File: config.mk
export PLATFORM = sky130hd
export DESIGN_NAME = pipe_stage_skid
export DESIGN_NICKNAME = d
export VERILOG_FILES = /design/src/rtl/pipe_pkg.sv /design/src/rtl/pipe_stage_skid_slot.sv /design/src/rtl/pipe_stage_skid.sv
export SDC_FILE = /design/constraint.sdc
export NUM_CORES = 1
export LEC_CHECK = 0
export ABC_AREA = 1
export BUFFER_PORTS_ARGS = -buffer_cell sky130_fd_sc_hd__buf_2
export CAP_MARGIN = 25
export CORE_UTILIZATION = 48
export CTS_CLUSTER_DIAMETER = 100
export DETAILED_ROUTE_END_ITERATION = 16
export PLACE_DENSITY = 0.84
export SYNTH_ARGS = -nofsm -noshare
export SYNTH_HDL_FRONTEND = slang
export SYNTH_SLANG_ARGS = --single-unit
File: constraint.sdc
create_clock -name clk -period 1.1 [get_ports clk]
set_input_delay 0.22 -clock clk [delete_from_list [all_inputs] [get_ports clk]]
set_output_delay 0.22 -clock clk [all_outputs]
set_load 0.02 [all_outputs]
File: src/rtl/pipe_pkg.sv
// Shared definitions for the pipeline stage registers: default exception
// vector width, bit positions of each exception flag, and the vector type.
package pipe_pkg;

  localparam int EXC_W_DEF = 7;

  // Bit positions inside the exception-flag vector.
  localparam int EXC_TRAP       = 0;
  localparam int EXC_IF_ADDR    = 1;
  localparam int EXC_RI         = 2;
  localparam int EXC_OVERFLOW   = 3;
  localparam int EXC_SOFT_INT   = 4;
  localparam int EXC_LOAD_ADDR  = 5;
  localparam int EXC_STORE_ADDR = 6;

  typedef logic [EXC_W_DEF-1:0] exc_vec_t;

endpackage

File: src/rtl/pipe_stage_skid_slot.sv
// pipe_slot: one valid+payload+exception register.
//   load : capture d_data/d_exc and mark valid
//   drop : mark empty (slot handed its beat on, nothing replaces it)
//   kill : mark empty and clear the exception bits (flush)
// Priority is reset > kill > load > drop. The payload only changes on load,
// so bubbles never toggle the wide data bus.
module pipe_slot
  import pipe_pkg::*;
#(
  parameter int DATA_W      = 32,
  parameter int EXC_W       = EXC_W_DEF,
  parameter bit RST_PAYLOAD = 1'b1
) (
  input  logic              clk,
  input  logic              rst_n,
  input  logic              load,
  input  logic              drop,
  input  logic              kill,
  input  logic [DATA_W-1:0] d_data,
  input  logic [EXC_W-1:0]  d_exc,
  output logic              q_valid,
  output logic [DATA_W-1:0] q_data,
  output logic [EXC_W-1:0]  q_exc
);

  logic              valid_reg;
  logic [DATA_W-1:0] data_reg;
  logic [EXC_W-1:0]  exc_reg;

  // Valid flag and exception bits: cleared by reset and by kill.
  always_ff @(posedge clk) begin
    if (!rst_n || kill) begin
      valid_reg <= 1'b0;
      exc_reg   <= '0;
    end else if (load) begin
      valid_reg <= 1'b1;
      exc_reg   <= d_exc;
    end else if (drop) begin
      valid_reg <= 1'b0;
    end
  end

  // Payload: optionally cleared on reset, otherwise written only on load.
  always_ff @(posedge clk) begin
    if (!rst_n) begin
      if (RST_PAYLOAD) begin
        data_reg <= '0;
      end
    end else if (load && !kill) begin
      data_reg <= d_data;
    end
  end

  assign q_valid = valid_reg;
  assign q_data  = data_reg;
  assign q_exc   = exc_reg;

endmodule

File: src/rtl/pipe_stage_skid.sv
// pipe_stage_skid: valid/ready pipeline register with a 2-entry skid buffer
// (main slot drives the outputs, skid slot catches the beat accepted while
// main is stalled). in_ready is registered (!skid_valid), so there is no
// combinational path from out_ready to in_ready.
// Optional feature macro: PIPE_STAGE_PERF_EN adds stall_cnt / drop_cnt.
module pipe_stage_skid
  import pipe_pkg::*;
#(
  parameter int DATA_W      = 32,
  parameter int EXC_W       = EXC_W_DEF,
  parameter bit RST_PAYLOAD = 1'b1
) (
  input  logic              clk,
  input  logic              rst_n,
  input  logic              in_valid,
  output logic              in_ready,
  input  logic [DATA_W-1:0] in_data,
  input  logic [EXC_W-1:0]  in_exc,
  input  logic              flush,
  output logic              out_valid,
  input  logic              out_ready,
  output logic [DATA_W-1:0] out_data,
  output logic [EXC_W-1:0]  out_exc,
  output logic              out_exc_any
`ifdef PIPE_STAGE_PERF_EN
  ,
  output logic [31:0]       stall_cnt,
  output logic [15:0]       drop_cnt
`endif
);

  logic              main_valid;
  logic [DATA_W-1:0] main_data;
  logic [EXC_W-1:0]  main_exc;
  logic              skid_valid;
  logic [DATA_W-1:0] skid_data;
  logic [EXC_W-1:0]  skid_exc;

  logic              acc;
  logic              main_adv;
  logic              main_from_skid;
  logic              main_from_in;
  logic              main_load;
  logic              main_drop;
  logic              skid_load;
  logic              skid_drop;
  logic [DATA_W-1:0] main_d_data;
  logic [EXC_W-1:0]  main_d_exc;

  assign in_ready = ~skid_valid;
  assign acc      = in_valid & in_ready;

  // Main advances when it is empty or its beat is being taken downstream.
  assign main_adv       = ~main_valid | out_ready;
  // A beat waiting in skid is always older than the input, so it goes first.
  assign main_from_skid = main_adv & skid_valid;
  assign main_from_in   = main_adv & ~skid_valid & acc;
  assign main_load      = ~flush & (main_from_skid | main_from_in);
  assign main_drop      = ~flush & main_adv & ~skid_valid & ~acc;
  // acc implies skid is empty, so an accepted beat lands in skid only when
  // main is held.
  assign skid_load      = ~flush & acc & ~main_adv;
  assign skid_drop      = ~flush & main_from_skid;

  assign main_d_data = skid_valid ? skid_data : in_data;
  assign main_d_exc  = skid_valid ? skid_exc  : in_exc;

  pipe_slot #(
    .DATA_W      (DATA_W),
    .EXC_W       (EXC_W),
    .RST_PAYLOAD (RST_PAYLOAD)
  ) u_main (
    .clk     (clk),
    .rst_n   (rst_n),
    .load    (main_load),
    .drop    (main_drop),
    .kill    (flush),
    .d_data  (main_d_data),
    .d_exc   (main_d_exc),
    .q_valid (main_valid),
    .q_data  (main_data),
    .q_exc   (main_exc)
  );

  pipe_slot #(
    .DATA_W      (DATA_W),
    .EXC_W       (EXC_W),
    .RST_PAYLOAD (RST_PAYLOAD)
  ) u_skid (
    .clk     (clk),
    .rst_n   (rst_n),
    .load    (skid_load),
    .drop    (skid_drop),
    .kill    (flush),
    .d_data  (in_data),
    .d_exc   (in_exc),
    .q_valid (skid_valid),
    .q_data  (skid_data),
    .q_exc   (skid_exc)
  );

  assign out_valid   = main_valid;
  assign out_data    = main_data;
  assign out_exc     = main_exc;
  assign out_exc_any = main_valid & (|main_exc);

`ifdef PIPE_STAGE_PERF_EN
  logic [31:0] stall_cnt_reg;
  logic [15:0] drop_cnt_reg;

  // Stall counter: cycles a beat is offered but not taken, saturating.
  always_ff @(posedge clk) begin
    if (!rst_n) begin
      stall_cnt_reg <= '0;
    end else if (main_valid && !out_ready && (stall_cnt_reg != 32'hFFFF_FFFF)) begin
      stall_cnt_reg <= stall_cnt_reg + 32'd1;
    end
  end

  // Drop counter: flushes that actually killed a beat, wrapping.
  always_ff @(posedge clk) begin
    if (!rst_n) begin
      drop_cnt_reg <= '0;
    end else if (flush && (main_valid || skid_valid)) begin
      drop_cnt_reg <= drop_cnt_reg + 16'd1;
    end
  end

  assign stall_cnt = stall_cnt_reg;
  assign drop_cnt  = drop_cnt_reg;
`endif

endmodule

Yosys cells after proc, flatten, opt, wreduce, memory -nomap -nowiden
Cells that the tools add are included.

cells by class
  bitwise operators = 19
  reduce and logical (&&, ||, !) cells = 8
  mux-type cells = 6

operator list
  cell                number
  2-to-1 mux 32 bit   1
  AND 1 bit           12
  2-to-1 mux 7 bit    1
  OR reduction 7 bit  1
  NOT 1 bit           5
  2-to-1 mux 1 bit    4
  nonzero test 2 bit  2
  logical AND 1 bit   2
  zero test 1 bit     2
  bitwise OR 1 bit    2
  logical OR 1 bit    1

storage, ports and cells
  input port bits = 44
  logic and storage cells = 39
  flip-flop bits (word level) = 80

Depth between registers and ports, before layout
Gate-level depths: netlist of run 1.

  depth after elaboration = 7
  depth in mapped cells = 8
  depth with buffers taken out = 7

Cells and area by module
A second synthesis of run 1 with hierarchy kept.

unflattened totals
  cell total of the unflattened synthesis = 629
  area, all modules = 3903.7 um2

by module, submodules not included
  module           area an instance (um2)  instances  cells each
  pipe_slot        1627.8                  2          242
  pipe_stage_skid  648.1                   1          145

Worst setup path after synthesis of run 1
Ideal clock, no wire load.

  path kind = register -> register
  start point = register u_skid.valid_reg, in the netlist u_skid.q_valid
  end point = register u_main.exc_reg[1], in the netlist u_main.q_exc[1]
  cell stages (with the launch flop) = 7
  data required time = 0.987 ns
  buffers on the path = 2
  slack = -0.154 ns
  period minus slack after synthesis = 1.254 ns
  arrival = 1.141 ns
  cells stage by stage = dfxtp_1 > buf_6 > inv_1 > clkbuf_1 > o21ai_0 > nor2_1 > nor2_1

between the ends
  longest elaborated chain between the ends = 5
  elaborated cells between the ends (all ways) = 8
  classes of those cells = mux: 1; bitwise: 7

RTL lines
  item                                 line                                          source
  start, declared                      pipe_stage_skid_slot.sv:26                    logic valid_reg;
  start signal, assigned               pipe_stage_skid_slot.sv:33                    valid_reg <= 1'b0;
  start signal, assigned               pipe_stage_skid_slot.sv:36                    valid_reg <= 1'b1;
  start signal, assigned               pipe_stage_skid_slot.sv:39                    valid_reg <= 1'b0;
  NOT 1 bit *                          pipe_stage_skid.sv:50                         assign in_ready = ~skid_valid;
  net in_ready                         pipe_stage_skid.sv:16                         output logic in_ready,
  AND 1 bit, on equally long branches  pipe_stage_skid.sv:57, pipe_stage_skid.sv:51
  AND 1 bit *                          pipe_stage_skid.sv:57                         assign main_from_in = main_adv & ~skid_valid & acc;
  bitwise OR 1 bit *                   pipe_stage_skid.sv:58                         assign main_load = ~flush & (main_from_skid | main_from_in);
  AND 1 bit *                          pipe_stage_skid.sv:58
  end signal, assigned                 pipe_stage_skid_slot.sv:34                    exc_reg <= '0;
  end signal, assigned                 pipe_stage_skid_slot.sv:37                    exc_reg <= d_exc;
  end, declared                        pipe_stage_skid_slot.sv:28                    logic [EXC_W-1:0] exc_reg;

Mark *: on every way through the listed nets, which the timed path passes. The rest lies on a longest branch.
A chain may end at the register's enable or synchronous reset.

Worst setup path in the final report of run 1
  start point = register u_main.exc_reg[2], in the netlist u_main.q_exc[2]
  end point = output out_exc_any

between the ends
  longest elaborated chain between the ends = 2

RTL lines
  item                line                    source
  OR reduction 7 bit  pipe_stage_skid.sv:105  assign out_exc_any = main_valid & (|main_exc);
  AND 1 bit           pipe_stage_skid.sv:105
  end, declared       pipe_stage_skid.sv:24   output logic out_exc_any

Every way passes these cells.

==> results of run 1 <==
-- cell usage after synthesis, drive strengths merged --
cell / count / area share [%]
nand2: 201 / 20
nor2: 162 / 17
inv: 85 / 8.5
dfxtp: 80 / 43
o21ai: 38 / 5.1
buf: 20 / 3.9
clkbuf: 12 / 1.2
nand3: 3 / 0.54
a21oi: 1 / 0.13
nand4: 1 / 0.17
nor3: 1 / 0.13
o21a: 1 / 0.20
-- logic make-up after synthesis --
| group | Yosys count | synth area share, % |
|---|---|---|
| and+or+nand+nor | 368 | 38.0 |
| AOI/OAI and AO/OA | 40 | 5.43 |
| DFF | 80 | 42.9 |
| buffers and inverters | 117 | 13.6 |
-- power by group --
part	internal [mW]	total, mW	leakage, nW	switching, mW
logic	0.491	1.16	2.06	0.671
clock network	1.22	2.30	0.108	1.08
registers	3.00	3.06	0.657	0.0632
total	4.71	6.52	2.83	1.81
-- metal layers --
layer	part of all wire [%]	wire length, um	vias to the layer above	track usage [%]
met5	0	0	-	0
met4	4.6	565	0	15.9
met3	6.9	856	50	6.09
met2	49	6090	213	49.6
met1	39	4870	1900	32.7
li1	-	-	1998	-
-- worst min-delay path, stage by stage --
cell and delay [ns]:
buf_2 0.08, nor2_1 0.04, nor2_1 0.08
-- state kept, by name, summed over array words and instances, names as in the netlist --
register,count
u_main.q_data,32
u_main.q_exc,7
u_main.q_valid,1
u_skid.q_data,32
u_skid.q_exc,7
u_skid.q_valid,1
-- what timing repair did --
item / 4_1_cts / 5_1_grt
endpoints found under the setup margin: 80 / 103
gates cloned: 16 / 3
pin swaps: 46 / 34
gates resized for setup: 112 / 141
buffers inserted: 27 / 11
-- worst min-delay path by stage --
stage,startpoint,to,slack (ns)
finish,in_exc[3],u_skid.q_exc[3],0.10
CTS,in_exc[3],u_skid.q_exc[3],0.10
detailed placement,in_exc[3],u_skid.q_exc[3],0.47
floorplan,in_exc[1],u_skid.q_exc[1],0.35
global route,in_exc[3],u_skid.q_exc[3],0.1
global placement,in_exc[3],u_skid.q_exc[3],0.46
-- layout make-up --
class	count	area, um^2	share of cell area, %
Tap cell	99	124	2.17
Multi-Input combinational cell	408	2050	36.0
Timing Repair Buffer	139	1380	24.2
Clock inverter	3	40.0	0.703
Inverter	85	323	5.66
Sequential cell	80	1620	28.4
Clock buffer	12	165	2.90
-- per-stage QoR --
stage          hold WS (ns)  TNS, ns  worst slack (ns)  cell area (um^2)  power, mW
2_1_floorplan         0.355   -0.644           -0.0250              3740       3.62
3_3_place_gp          0.462    -1.62           -0.0526              4270       3.87
3_5_place_dp          0.466    -4.17           -0.0957              4270       3.89
4_1_cts               0.103   -15.24            -0.266              5500       6.36
5_1_grt              0.0965   -21.62            -0.398              5700       6.75
6_report              0.100   -15.58            -0.382              5700       6.52
==> impl_metrics.py, run 1 <==
metrics = {
    "run_status": {
        "outcome": "finished, violations left",
        "violations": "setup timing",
    },
    "grt": {
        "grt_max_degree": 49,
        "antenna_found_initial": 0,
        "grt.overflow.total": 0,
        "grt.total_usage_pct": 28.6,
        "grt_pass1_vias": 4003,
        "grt_pass1_wl_um": 18500,
    },
    "clock_network": {
        "cts_sinks": 80,
        "hold_buffers": 0,
        "htreeDepth": 3,
        "cts-root-buf": "clkbuf_8",
        "cts_tree": "built",
        "cts_buffers": 9,
        "clkTransAtPathRegs_ns": 0.08,
        "clock_path_buffers": 2,
        "insertion_delay_ns": 0.36,
    },
    "timing": {
        "relSlewSlack_pct": 64.6,
        "finalMaxSlewViolations": 0,
        "rsz0062_at_grt": "yes",
        "fmax_mhz": 675,
        "timing.final.ws_setup_ns": -0.382,
        "finClkSkew_ns": 0.00936,
        "hold_violations": 0,
        "post-route-period-util_pct": 135,
        "fin_crit_ns": 1.48,
        "worstMarginPinSlew_ns": 0.530,
        "setup_viol": 83,
    },
    "logic_synthesis": {
        "syn_area_per_cell_um2": 6.17,
        "synth_seq_area_share_pct": 42.9,
        "syn_nets": 649,
        "ys_warn_count": 0,
        "postSynthCellCount": 605,
        "yosysUniqueCellTypes": 18,
        "ys_ff_latch": 80,
        "synth_area_um2": 3730,
    },
    "power": {
        "vdd_drop_max_uv": 690,
        "power_leakage_nw": 2.83,
        "power.density_nw_per_um2": 1140,
    },
    "floorplan": {
        "die_h_um": 90.2,
        "core_area_um2": 7370,
        "initial_core_util_pct": 50.6,
        "io_pins": 86,
        "rows": 31,
        "die_area_um2": 8130,
        "die_x_um": 90.2,
    },
    "worst_setup_path": {
        "timing.rr.start": "u_skid.q_valid",
        "critPathTopFamily": "simple AND/OR/NAND/NOR gates",
        "cpMostUsedCell": "nor2_2",
        "crit_path_end_kind": "output port",
        "crit_slowest_cell": "dfxtp_2",
        "ff2ff_path_depth": 9,
        "worstSetupPathType": "flop to output port",
        "crit_cells": 5,
        "worstPathRequired_ns": 0.88,
        "r2r_end": "u_main.q_exc[0]",
        "cp_cell_sequence": "inv_2 -> nand4_1 -> nor2_2 -> nor2_2 -> buf_6",
        "crit_end": "out_exc_any",
        "cp.arrival_ns": 1.26,
        "reg2reg_slack_ns": -0.27,
        "startpoint": "u_main.q_exc[2]",
        "cpPeakStageDelay_ns": 0.33,
        "worst-path-max-fanout": 2,
        "cp.buffers_inverters": 2,
        "cp-start-kind": "flop",
    },
    "layout": {
        "diodes": 0,
        "stdcell_count": 826,
        "final_layout_size_suffix_gt1_share_pct": 42.0,
        "layout_commonest_cell": "nand2_1",
        "area_growth_pct": 52.7,
        "final_core_utilization_pct": 77.3,
        "layout_common_cells": "nand2_1, nor2_1, inv_1",
        "fillers": 474,
        "nets": 767,
    },
    "drt": {
        "drt_wl_total_um": 12400,
        "ant_nets": 0,
        "drt_iter0_drc": 222,
        "dr.pass1.iters": 5,
        "via_per_inst": 5.04,
        "post_drt_wl_per_cell_um": 15.0,
        "drcViolationCount": 0,
        "num_vias": 4161,
    },
    "placement": {
        "io_buffers": 85,
        "dpl.cell_count": 771,
        "place_hpwl_um": 5190,
        "place_congestion": 0.847,
    },
    "min_path": {
        "hold-path-cell-count": 3,
        "hold_class": "input pin to flop",
    },
    "job": {
        "cap_violations": 0,
    },
}
(Power assumes the default switching activity.)
==> run 2: changes to the inputs <==
- CORE_ASPECT_RATIO: not set -> 2
- clock period: 1.1 -> 1.31 ns (I/O delays scaled with it)
==> run 2 against run 1 <==
The run still ends with setup timing left. Non-clock buffer count fell by 30. Sequential power is 16% lower. Via count decreased by 11%. Power down 16%. Clock skew down 0.0067 ns. Critical endpoint unchanged.
==> impl_metrics.py, run 2 (synthesis gave the netlist of run 1 again) <==
metrics = {
    "placement": {
        "place_ws_ns": 0.0227,
        "place_hpwl_um": 5660,
        "io_buffers": 85,
        "place_congestion": 0.815,
    },
    "floorplan": {
        "die_area_um2": 8150,
        "die_h_um": 127,
        "initial_core_util_pct": 49.5,
        "die_x_um": 64.4,
        "core_area_um2": 7540,
        "io_pins": 86,
        "rows": 45,
    },
    "worst_setup_path": {
        "worstPathRequired_ns": 1.05,
        "cp-start-kind": "flop",
        "crit_path_end_kind": "output port",
        "cp.arrival_ns": 1.08,
        "worstSetupPathType": "flop to output port",
        "worst-path-max-fanout": 2,
    },
    "layout": {
        "layout_commonest_cell": "nand2_1",
        "area_growth_pct": 28.6,
        "nets": 737,
        "layout_common_cells": "nand2_1, nor2_1, buf_2",
        "diodes": 0,
        "final_layout_size_suffix_gt1_share_pct": 25.0,
    },
    "timing": {
        "post-route-period-util_pct": 103,
        "hold_violations": 0,
        "finalSetupTns_ns": -0.0444,
        "fmax_mhz": 743,
        "setup_viol": 4,
        "timing.final.ws_setup_ns": -0.0351,
        "finClkSkew_ns": 0.00265,
        "fin_crit_ns": 1.35,
        "rsz0062_at_grt": "yes",
        "worstMarginPinSlew_ns": 0.467,
        "finalMaxSlewViolations": 0,
        "relSlewSlack_pct": 68.8,
    },
    "drt": {
        "post_drt_wl_per_cell_um": 11.3,
        "drt_wl_total_um": 8900,
        "ant_nets": 0,
        "dr.pass1.iters": 4,
        "num_vias": 3691,
        "drcViolationCount": 0,
        "via_per_inst": 4.68,
        "drt_iter0_drc": 236,
    },
    "run_status": {
        "outcome": "finished, violations left",
        "violations": "setup timing",
    },
    "clock_network": {
        "htreeDepth": 3,
        "clock_path_buffers": 2,
        "hold_buffers": 0,
        "cts-root-buf": "clkbuf_16",
        "clkTransAtPathRegs_ns": 0.06,
        "cts_tree": "built",
        "cts_buffers": 9,
        "insertion_delay_ns": 0.33,
        "cts_sinks": 80,
    },
    "grt": {
        "grt.total_usage_pct": 21.1,
        "grt_pass1_wl_um": 13600,
        "antenna_found_initial": 0,
        "grt_max_degree": 57,
        "grt.overflow.total": 0,
        "grt_pass1_vias": 3351,
    },
    "min_path": {
        "hold_class": "input pin to flop",
    },
    "power": {
        "power.density_nw_per_um2": 1150,
        "power_leakage_nw": 2.57,
        "vdd_drop_max_uv": 713,
    },
    "job": {
        "cap_violations": 0,
    },
}
run 2: cell count changes in the layout (fill, tap and decap cells not counted), moves of 21 or more:
cell	delta
nand2_2	-21
nand2_1	+29
buf_2	+24
buf_4	-21
nor2_1	+58
nor2_2	-52
run 2: routing by layer:
layer	vias up	global-route usage (%)	wire [um]
met5	-	0	0
met4	0	14.6	314
met3	28	3.33	265
met2	80	39.3	4980
met1	1645	20.4	3350
li1	1938	-	-
run 2: stage by stage:
stage / area [um^2] / utilization (%) / hold WS (ns) / total power [mW] / cells
after global routing: 4800 / 63.6 / 0.187 / 5.71 / 789
after CTS: 4500 / 59.6 / 0.158 / 5.51 / 778
final: 4800 / 63.6 / 0.163 / 5.50 / 789
after floorplan: 3730 / - / 0.397 / 3.04 / 605
after global placement: 4200 / 55.7 / 0.462 / 3.23 / 762
after detailed placement: 4200 / 55.7 / 0.473 / 3.25 / 762
run 2: worst max-delay path, stage by stage (launching register included):
cell     delay [ns]
dfxtp_2        0.32
inv_2          0.05
nand4_1        0.09
nor2_1         0.10
nor2_1         0.05
buf_4          0.15
run 2: area by class of cell:
cell class	count	area, um^2
fillers	691	2740
multi-input cells	408	1730
flip-flops and latches	80	1610
repair buffers	109	754
inverters	85	322
clock buffers	12	256
well taps	94	118
clock inverters	1	5.00
run 2: where the power goes:
part / switching (mW) / internal, mW / total (mW)
logic: 0.428 / 0.244 / 0.672
registers: 0.0452 / 2.52 / 2.57
clock network: 0.910 / 1.35 / 2.26
total: 1.38 / 4.12 / 5.50
run 2: worst paths after layout:
| check | from | to | slack [ns] | cells past startpoint |
|---|---|---|---|---|
| worst min register to register | u_skid.q_data[9] | u_skid.q_data[9] | 0.47 | 2 |
| worst max register to register | u_skid.q_valid | u_skid.q_data[1] | 0 | 8 |
| worst max-delay path | u_main.q_exc[0] | out_exc_any | -0.04 | 5 |
| worst min-delay path | in_exc[4] | u_skid.q_exc[4] | 0.16 | 3 |
run 2: timing repair:
| action | CTS | global route |
|---|---|---|
| setup buffers | 3 | 5 |
| setup endpoints to repair | 3 | 66 |
| pin swaps | 0 | 21 |
| cloned | 0 | 6 |
| resized for setup | 16 | 44 |
==> run 3: changes to the inputs <==
- CORE_UTILIZATION: 48 -> 55
- PLACE_DENSITY: 0.84 -> 0.9
- clock period: 1.31 -> 1.65 ns (I/O delays scaled with it)
==> run 3 against run 2 <==
The run now ends clean. Worst setup slack gained 0.11 ns. Worst hold slack gained 0.069 ns. Cell count shrank 2.4%. Non-clock buffer count shrank 16. Utilization grew 4.3 points. Wire length shrank 15%. Die area shrank 12%. Critical path type unchanged. Critical endpoint is now in_ready. Largest power group unchanged. Highest routed layer unchanged.
==> impl_metrics.py, run 3 (synthesis gave the netlist of run 1 again) <==
metrics = {
    "drt": {
        "num_vias": 3595,
        "ant_nets": 0,
        "drt_iter0_drc": 203,
        "post_drt_wl_per_cell_um": 9.84,
        "via_per_inst": 4.67,
        "dr.pass1.iters": 4,
        "drt_wl_total_um": 7570,
        "drcViolationCount": 0,
    },
    "floorplan": {
        "core_area_um2": 6570,
        "rows": 42,
        "io_pins": 86,
        "die_x_um": 60.3,
        "initial_core_util_pct": 56.8,
        "die_area_um2": 7140,
        "die_h_um": 119,
    },
    "power": {
        "power_leakage_nw": 2.38,
        "p_clk_share_pct": 42.2,
        "power.density_nw_per_um2": 983,
        "p_sw_share_pct": 24.4,
        "p_sw_mw": 1.07,
        "pwr-share-comb_pct": 11.4,
        "intPower_mw": 3.32,
        "vdd_drop_max_uv": 829,
        "seqPwrFrac_pct": 46.5,
        "total_power_mw": 4.38,
    },
    "job": {
        "cap_violations": 0,
    },
    "placement": {
        "dpl.cell_count": 754,
        "io_buffers": 85,
        "postPlaceCellArea_um2": 4180,
        "place_hpwl_um": 5250,
        "place_congestion": 0.874,
    },
    "clock_network": {
        "post_cts.repair.setup_buffers": 0,
        "clock_path_buffers": 2,
        "insertion_delay_ns": 0.33,
        "htreeDepth": 3,
        "cts_tree": "built",
        "cts_buffers": 9,
        "clkTransAtPathRegs_ns": 0.06,
        "cts.repair.resized": 0,
        "hold_buffers": 0,
        "cts_sinks": 80,
        "cts-root-buf": "clkbuf_16",
    },
    "timing": {
        "fin_crit_ns": 1.57,
        "finalMaxSlewViolations": 0,
        "finalSetupTns_ns": 0,
        "rsz0062_at_grt": "no",
        "worstMarginPinSlew_ns": 0.421,
        "setup_viol": 0,
        "finClkSkew_ns": 0.00523,
        "hold_violations": 0,
        "post-route-period-util_pct": 95.2,
        "fmax_mhz": 636,
        "relSlewSlack_pct": 71.9,
    },
    "worst_setup_path": {
        "cp_cell_sequence": "inv_1 -> buf_2",
        "worst-path-max-fanout": 13,
        "worstPathRequired_ns": 1.32,
        "ff2ff_path_depth": 6,
        "worstSetupPathType": "flop to output port",
        "cp-start-kind": "flop",
        "cpPeakStageDelay_ns": 0.49,
        "crit_slowest_cell": "dfxtp_2",
        "cp.arrival_ns": 1.24,
        "crit_path_end_kind": "output port",
    },
    "layout": {
        "layout_commonest_cell": "nand2_1",
        "nets": 721,
        "fin_area_um2": 4460,
        "final_layout_size_suffix_gt1_share_pct": 17.0,
        "layout_common_cells": "nand2_1, nor2_1, buf_2",
        "diodes": 0,
        "stdcell_count": 770,
        "area_growth_pct": 19.5,
    },
    "grt": {
        "grt_max_degree": 62,
        "grt.total_usage_pct": 22.8,
        "grt_pass1_wl_um": 12500,
        "grt_pass1_vias": 3185,
        "antenna_found_initial": 0,
        "grt.overflow.total": 0,
    },
    "min_path": {
        "hold-path-cell-count": 3,
        "hold_class": "input pin to flop",
    },
    "run_status": {
        "outcome": "complete, no violations",
    },
}
run 3: path summary, 6_finish.rpt:
kind,startpoint,to,slack [ns]
worst max-delay path,u_skid.q_valid,in_ready,0.08
worst min-delay path,in_exc[4],u_skid.q_exc[4],0.23
worst min register to register,u_skid.q_data[6],u_skid.q_data[6],0.48
worst max register to register,u_skid.q_valid,u_main.q_exc[2],0.33
run 3: final cells by class:
type                    count  area [um^2]
inverters                  85          319
fillers                   579         2110
multi-input cells         408         1620
clock buffers              13          270
repair buffers             93          523
clock inverters             3         15.0
well taps                  88          110
flip-flops and latches     80         1600
run 3: layer usage:
metal	GRT usage, %	vias up	wire [um]
met2	40.8	72	4110
met4	13.2	0	254
li1	-	1900	-
met3	4.60	22	233
met5	0	-	0
met1	22.7	1601	2970
run 3: worst max-delay path, delay by kind of cell, from the launching register on:
kind,cells,cell delay [ns]
buf+inv,2,0.41
flops,1,0.49
run 3: through the flow:
step           worst slack, ns  util [%]  hold WS, ns
2_1_floorplan            0.396         -        0.454
3_3_place_gp             0.333      63.6        0.463
3_5_place_dp             0.278      63.6        0.473
4_1_cts                 0.0590      67.9        0.228
5_1_grt                0.00102      67.9        0.257
6_report                0.0786      67.9        0.232
run 3: power groups by stage:
| stage | clock [mW] | combinational (mW) | sequential [mW] |
|---|---|---|---|
| 3_5_place_dp | 0 | 0.497 | 2.08 |
| 5_1_grt | 1.97 | 0.565 | 2.04 |
| 2_1_floorplan | 0 | 0.261 | 2.15 |
| 6_report | 1.85 | 0.498 | 2.04 |
| 4_1_cts | 1.89 | 0.503 | 2.04 |
| 3_3_place_gp | 0 | 0.485 | 2.08 |
